[src/rtl/mux_arb_nto1.sv]
`default_nettype none
// ============================================================================
//  Module   : mux_arb_nto1
//  Purpose  : N-to-1 arbitrating multiplexer with a single registered output
//             slot. A channel is picked either explicitly by index (mode=0) or
//             by a round-robin search that starts just after the last
//             round-robin winner (mode=1). The output slot is held under
//             downstream backpressure.
//  Revision : 1.0 - initial release
// ----------------------------------------------------------------------------
//  Ports
//    clk      in   1         rising-edge clock
//    rst      in   1         asynchronous active-low reset
//    en       in   1         accept enable (blocks new grants only)
//    mode     in   1         0 = explicit select, 1 = round-robin
//    sel      in   selw      channel index used in explicit mode
//    q        in   ch*n      packed channel data, channel i at q[i*n +: n]
//    q_valid  in   ch        per-channel valid
//    q_ready  out  ch        per-channel accept strobe (one-hot on grant)
//    d        out  n         registered output data
//    d_ch     out  selw      source channel of d
//    d_valid  out  1         output valid
//    d_ready  in   1         downstream ready
// ============================================================================
module mux_arb_nto1 #(
   parameter  int n    = 8,
   parameter  int ch   = 4,
   localparam int selw = $clog2(ch)
) (
   input  logic              clk,
   input  logic              rst,
   input  logic              en,
   input  logic              mode,
   input  logic [selw-1:0]   sel,
   input  logic [ch*n-1:0]   q,
   input  logic [ch-1:0]     q_valid,
   output logic [ch-1:0]     q_ready,
   output logic [n-1:0]      d,
   output logic [selw-1:0]   d_ch,
   output logic              d_valid,
   input  logic              d_ready
);

   // Output slot and round-robin pointer state
   logic [n-1:0]    dout_q, dout_d;
   logic [selw-1:0] dch_q,  dch_d;
   logic            dvld_q, dvld_d;
   logic [selw-1:0] ptr_q,  ptr_d;

   // Arbitration
   logic            slot_free;
   logic            cand_found;
   logic [selw-1:0] cand_idx;
   logic [n-1:0]    cand_data;
   logic            grant;
   logic [selw-1:0] rr_j;

   always_comb begin
      slot_free  = ~dvld_q | d_ready;
      cand_found = 1'b0;
      cand_idx   = '0;
      rr_j       = '0;

      if (!mode) begin
         // Explicit: only an in-range index can match, so sel >= ch never grants.
         for (int i = 0; i < ch; i++) begin
            if (sel == selw'(i) && q_valid[i]) begin
               cand_found = 1'b1;
               cand_idx   = selw'(i);
            end
         end
      end else begin
         // Round-robin: cyclic search starting at ptr+1; first hit wins.
         for (int k = 1; k <= ch; k++) begin
            rr_j = selw'((int'(ptr_q) + k) % ch);
            if (!cand_found && q_valid[rr_j]) begin
               cand_found = 1'b1;
               cand_idx   = rr_j;
            end
         end
      end

      cand_data = '0;
      for (int i = 0; i < ch; i++) begin
         if (cand_idx == selw'(i)) begin
            cand_data = q[i*n +: n];
         end
      end

      // rst gates the grant so q_ready is quiet throughout reset.
      grant = rst & en & slot_free & cand_found;

      q_ready = '0;
      if (grant) begin
         q_ready[cand_idx] = 1'b1;
      end

      dout_d = dout_q;
      dch_d  = dch_q;
      dvld_d = dvld_q;
      ptr_d  = ptr_q;
      if (grant) begin
         dout_d = cand_data;
         dch_d  = cand_idx;
         dvld_d = 1'b1;
         if (mode) begin
            ptr_d = cand_idx;
         end
      end else if (slot_free) begin
         dvld_d = 1'b0;
      end
   end

   // ptr resets to ch-1 so the first round-robin search begins at channel 0.
   always_ff @(posedge clk or negedge rst) begin
      if (!rst) begin
         dout_q <= '0;
         dch_q  <= '0;
         dvld_q <= 1'b0;
         ptr_q  <= selw'(ch - 1);
      end else begin
         dout_q <= dout_d;
         dch_q  <= dch_d;
         dvld_q <= dvld_d;
         ptr_q  <= ptr_d;
      end
   end

   assign d       = dout_q;
   assign d_ch    = dch_q;
   assign d_valid = dvld_q;

endmodule
`default_nettype wire

[config.mk]
export PLATFORM = sky130hd
export DESIGN_NAME = mux_arb_nto1
export DESIGN_NICKNAME = d
export VERILOG_FILES = /design/src/rtl/mux_arb_nto1.sv
export SDC_FILE = /design/constraint.sdc
export NUM_CORES = 1
export LEC_CHECK = 0
export CAP_MARGIN = 5
export CORE_MARGIN = 2
export CORE_UTILIZATION = 30
export CTS_CLUSTER_DIAMETER = 100
export CTS_CLUSTER_SIZE = 16
export DETAILED_ROUTE_END_ITERATION = 6
export PLACE_DENSITY = 0.75
export SKIP_CTS_REPAIR_TIMING = 1
export SLEW_MARGIN = 0
export SYNTH_ARGS = -nofsm -noshare
export SYNTH_HDL_FRONTEND = slang
export SYNTH_SLANG_ARGS = --single-unit
[constraint.sdc]
create_clock -name clk -period 2.4 [get_ports clk]
set_clock_uncertainty 0.1 [all_clocks]
set_input_delay 0.24 -clock clk [delete_from_list [all_inputs] [get_ports clk]]
set_output_delay 0.24 -clock clk [all_outputs]
set_load 0.02 [all_outputs]
---- Yosys cells after proc, flatten, opt, wreduce, memory -nomap -nowiden ----
Cells that the tools add are included.
operators by class
  equality and inequality tests ........... 6
  bitwise logic cells ..................... 5
  $lt $le $gt $ge ......................... 6
  reduce and logical (&&, ||, !) cells .... 15
  add/subtract/negate cells ............... 4
  multiplexer cells ....................... 37
operators with widths
  cell                                                                                  number
  8-bit 2-to-1 mux                                                                      4
  1-bit 2-to-1 mux                                                                      20
  2-bit by 3-bit less-than comparator with 1-bit output (second input constant)         5
  2-bit 2-to-1 mux                                                                      7
  1-bit binary-select mux with 2-bit select                                             4
  2-bit equality test (second input constant)                                           4
  1-bit logical AND                                                                     8
  2-bit by 1-bit adder with 2-bit output (second input constant)                        2
  2-bit adder (second input constant)                                                   2
  2-bit by 1-bit equality test with 1-bit output (second input constant)                2
  2-bit zero test                                                                       2
  4-bit 2-to-1 mux                                                                      1
  1-bit bitwise AND                                                                     3
  1-bit zero test                                                                       3
  1-bit demux with 2-bit select                                                         1
  2-bit by 1-bit greater-or-equal comparator with 1-bit output (second input constant)  1
  2-bit AND reduction                                                                   1
  2-bit nonzero test                                                                    1
  1-bit inverter                                                                        1
  1-bit bitwise OR                                                                      1
word-level totals
  input port bits ......................... 43
  word-level logic and storage cells ...... 77
  register bits ........................... 13
  output and inout bits ................... 15

---- Depth between registers and ports, before layout ----
Gate-level depths: netlist (run 1).
  depth after elaboration ................. 22
  gate-level depth with buffers ........... 7
  gate-level depth less buffers ........... 5

---- Worst setup path before layout (run 1) ----
Ideal clock, no wire load.
  path kind ............................... reg-to-output
  start point ............................. register ptr_q[1]
  end point ............................... output q_ready[2]
  slack ................................... 0.339 ns
  arrival time ............................ 1.721 ns
  cell stages (with the launch flop) ...... 8
  required time ........................... 2.060 ns
  buffers on the path ..................... 2
  path through ............................ dfstp_2 -> or3b_1 -> a21oi_1 -> o311ai_1 -> buf_6 -> buf_8 -> or2_4 -> nor2_2
on the way
  cells in the longest elaborated chain, start to end .. 22
  elaborated cells between the ends (all ways) .. 38
  classes of those cells .................. 4 x add/sub; 2 x order compare; 24 x mux; 1 x bitwise; 7 x reduce/logical
RTL lines
  item                                                                                                                                                                RTL line  source
  start: declaration                                                                                                                                                  48        logic [selw-1:0] ptr_q, ptr_d;
  start signal: assignment                                                                                                                                            120       ptr_q <= selw'(ch - 1);
  start signal: assignment                                                                                                                                            125       ptr_q <= ptr_d;
  2-bit by 1-bit adder with 2-bit output                                                                                                                              75        rr_j = selw'((int'(ptr_q) + k) % ch);
  1-bit binary-select mux with 2-bit select                                                                                                                           76        if (!cand_found && q_valid[rr_j]) begin
  1-bit 2-to-1 mux (implied by the code)                                                                                                                              76
  1-bit 2-to-1 mux                                                                                                                                                    76
  1-bit 2-to-1 mux                                                                                                                                                    64        if (!mode) begin
  1-bit zero test                                                                                                                                                     76
  1-bit logical AND                                                                                                                                                   76
  1-bit 2-to-1 mux                                                                                                                                                    76
  [... 6 more ...]                                                                                                                                                    -
  1-bit logical AND                                                                                                                                                   76
  2-bit 2-to-1 mux                                                                                                                                                    76
  2-bit 2-to-1 mux                                                                                                                                                    64
  2-bit by 3-bit less-than comparator with 1-bit output (implied by the code) / 2-bit by 1-bit greater-or-equal comparator with 1-bit output (equally long branches)  95        q_ready[cand_idx] = 1'b1;
  1-bit logical AND (implied by the code)                                                                                                                             95
  1-bit 2-to-1 mux (implied by the code)                                                                                                                              95
  1-bit demux with 2-bit select                                                                                                                                       95
  4-bit 2-to-1 mux (*)                                                                                                                                                94        if (grant) begin
  end: declaration                                                                                                                                                    37        output logic [ch-1:0] q_ready,
Every way passes the cells marked *; elsewhere a longest branch is shown, timed or not. The select of a mux whose other input is x is not followed.

---- Worst setup path in the final report (run 1) ----
  start point ............................. input sel[0]
  end point ............................... output q_ready[3]
on the way
  cells in the longest elaborated chain, start to end .. 11
  elaborated cells between the ends (all ways) .. 24
  classes of those cells .................. 2 x order compare; 3 x eq/ne; 12 x mux; 1 x bitwise; 6 x reduce/logical
RTL lines
  item                                                                                                                                                                RTL line  source
  start: declaration                                                                                                                                                  34        input logic [selw-1:0] sel,
  2-bit by 1-bit equality test with 1-bit output                                                                                                                      67        if (sel == selw'(i) && q_valid[i]) begin
  1-bit logical AND                                                                                                                                                   67
  1-bit 2-to-1 mux                                                                                                                                                    67
  2-bit 2-to-1 mux (2 in series)                                                                                                                                      67
  2-bit 2-to-1 mux                                                                                                                                                    64
  2-bit by 3-bit less-than comparator with 1-bit output (implied by the code) / 2-bit by 1-bit greater-or-equal comparator with 1-bit output (equally long branches)  95
  1-bit logical AND (implied by the code)                                                                                                                             95
  1-bit 2-to-1 mux (implied by the code)                                                                                                                              95
  1-bit demux with 2-bit select                                                                                                                                       95
  4-bit 2-to-1 mux (*)                                                                                                                                                94
Every way passes the cells marked *; elsewhere a longest branch is shown, timed or not.

==> results of run 1 <==
-- state kept, by name, summed over array words and instances (netlist names) --
signal,flops
d_ch,2
d_valid,1
d,8
ptr_q,2
-- critical path, stage by stage --
cell	delay, ns
clkdlybuf4s50_1	0.49
mux2_2	0.33
a21o_1	0.22
o211ai_1	0.31
or2_4	0.20
nor2_2	0.03
clkbuf_2	0.16
-- cell families (layout without fill, tap and decap cells) --
family,after synthesis,in the layout
AND/OR/NAND/NOR,39,39
AO/OA/AOI/OAI,20,20
flip-flops,13,13
buffers and inverters,6,83
multiplexers,21,21
-- synthesized netlist by cell type, drive strengths merged --
cell type | count | area [um2]
mux2i | 18 | 180.2
nand2 | 16 | 60.06
dfrtp | 11 | 275.3
o221ai | 8 | 70.07
nand2b | 7 | 43.79
nor2 | 6 | 27.52
buf | 4 | 36.28
a21oi | 3 | 15.01
mux2 | 3 | 33.78
or2 | 3 | 21.27
a21o | 2 | 15.01
and3 | 2 | 12.51
and3b | 2 | 17.52
dfstp | 2 | 52.55
o21ai | 2 | 10.01
o311ai | 2 | 25.03
clkbuf | 1 | 3.750
inv | 1 | 3.750
nor3b | 1 | 7.510
nor4 | 1 | 6.260
o2111ai | 1 | 8.760
o211ai | 1 | 7.510
o311a | 1 | 10.01
or3b | 1 | 8.760
-- power by group --
| group | total (mW) | leakage, nW | internal (mW) | switching (mW) |
|---|---|---|---|---|
| Combinational | 0.576 | 0.632 | 0.316 | 0.261 |
| Sequential | 0.347 | 0.159 | 0.294 | 0.0532 |
| Clock | 0.136 | 0.0150 | 0.0643 | 0.0716 |
-- cells in the final DEF, fill, tap and decap left out, types with 2 or more instances in the layout --
cell type	instances
clkdlybuf4s50_1	51
buf_4	22
mux2i_1	18
nand2_1	16
dfrtp_1	11
o221ai_1	8
nand2b_1	6
nor2_1	4
mux2_2	3
clkbuf_4	3
and3_1	2
o21ai_0	2
a21o_1	2
a21oi_2	2
or2_2	2
and3b_1	2
o311ai_4	2
nor2_2	2
dlymetal6s2s_1	2
clkbuf_2	2
dfstp_2	2
-- path summary, 6_finish.rpt --
path                                   end  slack, ns  cells after the start
worst max-delay path            q_ready[3]       0.09                      7
max in group asynchronous         ptr_q[0]       1.75                      2
worst min register to register     d_ch[0]       0.39                      2
min in group clk                   d_ch[0]       0.39                      2
worst max register to register        d[3]       0.15                      8
worst min-delay path                  d[7]       0.20                      2
-- through the flow --
stage                     setup TNS (ns)  hold slack [ns]  utilization (%)
after floorplan                        0          -0.1556                -
after global placement            -1.955           0.3711            56.32
after detailed placement          -2.691           0.3760            56.32
after CTS                         -1.602           0.2058            57.19
after global routing                   0           0.2253            58.06
final                                  0           0.1995            58.06
-- metal layers --
metal	share of wire, %	wire [um]	GRT usage [%]	vias up
li1	-	-	-	524
met1	42	1261	21.34	498
met2	51	1547	29.04	40
met3	6.5	197	3.838	2
met4	0.43	13	3.810	0
met5	0	0	0	-
-- cell type report --
cell class	count	area, um2
Sequential cell	13	327.8
Multi-Input combinational cell	80	629.4
Fill cell	283	1270
Timing Repair Buffer	78	715.7
Clock buffer	4	26.28
Tap cell	44	55.05
Inverter	1	3.754
==> results.tsv, run 1 <==
metric	value	unit
outcome	finished clean	
first_iter_violations	38	
synth_xor_area_share	0	%
hold_path_class	input pin to async pin	
core	3028	um2
start_util	31.45	%
ys_seq_area_share	34.43	%
critical_path.startpoint	sel[0]	
ys_ff_latch	13	
dieArea	3640	um2
hpwl	2408	um
path_class	input pin to output pin	
synth_top_family_by_area	multiplexers	
cts_sinks	13	
finalSetupViolCount	0	
finalCritPeriodShare	96.28	%
drv_cap	0	
antenna_found_initial	0	
timing.rr.start	ptr_q[1]	
via_count	1064	
relSlewSlack	70.80	%
p_leak	0.8052	nW
place_area	1705	um2
setup_slack	0.08925	ns
worstPathRequired	2.06	ns
clk_pin_slew_worst_paths	0.09	ns
layout_min_cycle_time	2.311	ns
rows	20	
die_y	60.34	um
fmax	0.4328	GHz
synth.area.mux_share	22.47	%
cts_buffers	3	
cts_buffer_depth	2	
cts-root-buf	clkbuf_4	
track_usage	16.79	%
io_buffers	57	
final_layout_size_suffix_gt1_share	25.00	%
crit_fanout	3	
synthAdderAreaFrac	0	%
worst_pin_slew	0.4334	ns
area_delta_synth_final	84.63	%
drtAntennaViolNets	0	
syn-cell-area	952.2	um2
startpoint_type	input pin	
setup.worst_path.end_class	output pin	
die_w	60.34	um
rsz0062_at_grt	false	
ys_types	29	
grt-ovfl-total	0	
fin_total_pwr	1.059	mW
final_cell_count_no_fill	220	
vdd_drop_max	297.6	uV
ios	58	
clk_latency	0.26	ns
grt_pass1_wl	4616	um
timing.final.max_slew_violations	0	
vias_per_cell	4.836	
wirelength	3019	um
hold_viol	0	
yosys_warnings	0	
synth_nets	142	
drc	0	
antennaDiodeCount	0	
cts_tree	done	
gp_congestion	0.8874	
stdcell_area	1758	um2
crit_arrival	1.97	ns
synth-simple-area-share	21.55	%
drt-wirelength-per-cell	13.72	um
dr.pass1.iters	6	
p_per_area	602.5	nW/um2
pre_cts_slack	-0.4334	ns
grt_start_max_net_pins	18	
place_inst	215	
syn_inst	99	
syn_area_per_cell	9.618	um2
synth-compound-area-share	16.95	%
final_nets	220	
h-tree-depth	1	
grt_pass1_vias	1054	
(Power assumes the default switching activity.)
==> run 2: changes to the inputs <==
- CELL_PAD_IN_SITES_DETAIL_PLACEMENT: default -> 1
- CELL_PAD_IN_SITES_GLOBAL_PLACEMENT: default -> 1
- CORE_UTILIZATION: 30 -> 26
- PLACE_DENSITY: 0.75 -> 0.88
- RECOVER_POWER: default -> 100
==> results.tsv, run 2 (synthesis results as in run 1) <==
metric	value	unit
relSlewSlack	54.48	%
gp_congestion	0.9224	
largest_reg_flops	8	
outcome	finished clean	
p_leak	0.8139	nW
track_usage	16.71	%
grt_pass1_wl	5533	um
crit_arrival	1.99	ns
hpwl	2850	um
crit_chain	buf_4 > nor3b_1 > o2111ai_2 > o311ai_4 > or2_4 > nor2_2 > clkbuf_2	
hold-worst-slack	0.3898	ns
ios	58	
vias_per_cell	4.865	
place_area	1685	um2
drt-wirelength-per-cell	15.42	um
final_nets	219	
h-tree-depth	1	
worstPathRequired	2.06	ns
io_buffers	57	
drv_cap	0	
final_common_cell	clkdlybuf4s50_1	
fmax	0.4284	GHz
finalCritPeriodShare	97.27	%
cts_sinks	13	
core	3416	um2
utilization	51.25	%
dr.pass1.iters	4	
grt_start_max_net_pins	19	
crit_family	flip-flops	
wirelength	3423	um
drtAntennaViolNets	0	
grt-ovfl-total	0	
hold_viol	0	
startpoint_type	flop	
fin_total_pwr	1.042	mW
crit_path_max_incr_delay	0.60	ns
p_per_area	595.5	nW/um2
worst_pin_slew	0.6829	ns
die_y	64.52	um
area_delta_synth_final	83.84	%
layout_min_cycle_time	2.334	ns
final_layout_size_suffix_gt1_share	22.86	%
antenna_found_initial	1	
setup.worst_path.end_class	output pin	
clk_pin_slew_worst_paths	0.07	ns
rows	21	
start_util	27.88	%
dieArea	4162	um2
cts_buffer_depth	2	
grt_pass1_vias	1187	
vdd_drop_max	379.1	uV
via_count	1080	
first_iter_violations	30	
cts-root-buf	clkbuf_4	
clk_latency	0.27	ns
place_inst	214	
hold_path_class	flop to flop	
final_cell_count_no_fill	222	
die_w	64.52	um
cts_buffers	3	
crit_fanout	6	
path_class	flop to output pin	
drc	0	
timing.final.max_slew_violations	0	
slowest_stage	dfstp_2	
cts_tree	done	
worst-path-buf-inv	2	
finalSetupViolCount	0	
stdcell_area	1750	um2
final_cell_mix	clkdlybuf4s50_1, mux2i_1, buf_4, nand2_1, dlygate4sd3_1	
==> run 2: cell types whose count changed in the layout (fill, tap and decap cells not counted), sizes merged <==
cell / delta
clkdlybuf4s50: -12
dlygate4sd3: +12
buf: -4
clkbuf: +3
diode: +1
==> run 2: cell type report <==
type / instances / area, um2
fill: 406 / 1665
antenna: 1 / 2.502
inverter: 1 / 3.754
multi-input combinational: 80 / 621.8
clock buffer: 4 / 26.28
timing repair buffer: 77 / 710.7
sequential: 13 / 327.8
tap: 46 / 57.56
==> run 2: layer usage <==
metal	GRT usage (%)	wire, um	up-vias
li1	-	-	521
met1	19.55	1409	504
met2	30.86	1742	51
met3	4.167	235	4
met4	3.191	36	0
met5	0	0	-
==> run 2: power breakdown <==
part,switching [mW],internal [mW]
Clock,0.0676,0.0643
Combinational,0.272,0.297
Sequential,0.0504,0.292
Total,0.390,0.653
==> run 2: per-stage QoR <==
stage               setup WS, ns   TNS, ns
finish                   0.06554         0
global route            -0.01668  -0.05089
CTS                      -0.5897    -2.343
detailed placement       -0.5776    -3.024
global placement         -0.4836    -2.205
floorplan                 0.3387         0
==> run 2: worst reg2reg max path: stages, from the launching register on <==
cell,delay [ns]
dfstp_1,0.57
nand2b_1,0.16
o21ai_1,0.11
o311ai_4,0.34
buf_12,0.15
buf_4,0.28
mux2i_1,0.27
o221ai_1,0.15
==> run 2: final timing paths <==
kind / startpoint / to / slack [ns] / depth (start not counted)
max: ptr_q[0] / q_ready[2] / 0.07 / 7
min: d_ch[1] / d_ch[1] / 0.39 / 2
max reg2reg: ptr_q[1] / d[4] / 0.15 / 7
min reg2reg: d_ch[1] / d_ch[1] / 0.39 / 2
max in group asynchronous: rst / d_ch[1] / 1.32 / 2
min in group asynchronous: rst / d[3] / 0.44 / 2
==> run 3: changes to the inputs <==
- CORE_ASPECT_RATIO: default -> 0.9
==> results.tsv, run 3 (synthesis results as in run 1) <==
metric	value	unit
via_count	1107	
hold-worst-slack	0.3862	ns
final_common_cell	clkdlybuf4s50_1	
hold_viol	0	
die_y	61.41	um
track_usage	18.38	%
seqPwrFrac	30.7	%
hold_path_class	flop to flop	
finalSetupViolCount	0	
setup_slack	0.03973	ns
h-tree-depth	1	
power_frac_clock	18.2	%
cts_tree	done	
ios	58	
antennaDiodeCount	0	
layout_min_cycle_time	2.360	ns
clk_latency	0.24	ns
dieArea	4163	um2
wirelength	3686	um
drc	0	
drv_cap	0	
timing.final.max_slew_violations	0	
cts_buffer_depth	2	
p_switching	0.4044	mW
grt_pass1_vias	1238	
path_class	input pin to output pin	
utilization	51.41	%
pre_cts_slack	-0.4738	ns
grt_pass1_wl	5595	um
final_cell_mix	clkdlybuf4s50_1, buf_4, mux2i_1, nand2_1, dlygate4sd3_1	
relSlewSlack	51.46	%
drtAntennaViolNets	0	
cts_sinks	13	
vias_per_cell	4.986	
multiInputGateArea	624.3	um2
grt_start_max_net_pins	14	
crit_path_max_incr_delay	0.53	ns
rows	20	
fmax	0.4237	GHz
cts-root-buf	clkbuf_8	
vdd_drop_max	308.6	uV
p_leak	0.8094	nW
worstPathRequired	2.06	ns
final_nets	222	
startpoint_type	input pin	
crit_arrival	2.02	ns
core	3453	um2
outcome	finished clean	
crit_family	simple AND/OR/NAND/NOR gates	
p_int	0.7000	mW
dr.pass1.iters	4	
largest_reg_flops	8	
io_buffers	57	
clk_pin_slew_worst_paths	0.06	ns
seq_area	327.8	um2
final.fill_count	390	
die_w	67.79	um
setup.worst_path.end_class	output pin	
slowest_stage	clkdlybuf4s50_1	
hpwl	3018	um
worst_pin_slew	0.7281	ns
start_util	27.57	%
cts_buffers	3	
gp_congestion	0.9075	
final_layout_size_suffix_gt1_share	25.28	%
grt-ovfl-total	0	
crit_chain	clkdlybuf4s50_1 > or3b_4 > a21oi_4 > o311ai_4 > or2_4 > nor2_2 > clkbuf_2	
area_delta_synth_final	86.46	%
power_frac_comb	51.1	%
swShare	36.62	%
antenna_found_initial	0	
finalCritPeriodShare	98.34	%
worst-path-buf-inv	2	
first_iter_violations	15	
p_per_area	622.1	nW/um2
fin_total_pwr	1.104	mW
drt-wirelength-per-cell	16.60	um
crit_fanout	4	
## run 3: cell types whose count changed in the layout (fill, tap and decap cells not counted), sizes merged
cell           change
clkdlybuf4s50      +2
buf                +4
clkbuf             -1
dlymetal6s2s       -2
diode              -1
## run 3: worst paths after layout
kind	from	end	slack, ns	cells after the start
worst min-delay path	d[0]	d[0]	0.39	2
max in group asynchronous	rst	d[4]	1.18	2
worst max register to register	ptr_q[1]	d[3]	0.14	7
min in group asynchronous	rst	d_ch[1]	0.56	2
worst min register to register	d[0]	d[0]	0.39	2
worst max-delay path	q_valid[0]	q_ready[2]	0.04	7
## run 3: through the flow
| step | setup TNS, ns | cell area, um2 | instances |
|---|---|---|---|
| 2_1_floorplan | 0 | 952.2 | 99 |
| 3_3_place_gp | -1.778 | 1720 | 217 |
| 4_1_cts | -1.750 | 1765 | 221 |
| 3_5_place_dp | -2.817 | 1720 | 217 |
| 6_report | 0 | 1775 | 222 |
| 5_1_grt | -0.07191 | 1775 | 222 |
## run 3: final cells by class
class | count | share of cell area (%)
timing repair buffer | 80 | 40.52
clock buffer | 4 | 2.537
tap | 44 | 3.101
sequential | 13 | 18.46
multi-input combinational | 80 | 35.17
inverter | 1 | 0.2114
## run 3: power by group through the flow
stage                     Clock [mW]  Sequential (mW)  Combinational (mW)
after floorplan                    0            0.404               0.213
after global placement             0            0.341               0.549
after detailed placement           0            0.344               0.574
after CTS                      0.207            0.343               0.575
after global routing           0.217            0.352               0.608
final                          0.201            0.339               0.564
## run 3: routing by layer
layer,vias to the layer above,part of all wire [%],track usage [%]
met3,4,7.4,4.388
met4,0,0.65,6.000
met1,533,38,18.92
li1,527,-,-
met5,-,0,0
met2,43,54,36.55
## run 3: tightest hold or removal path, cell delays in order, from the launching register on
cell	delay (ns)
dfrtp_1	0.34
nand2_1	0.05
o221ai_1	0.06
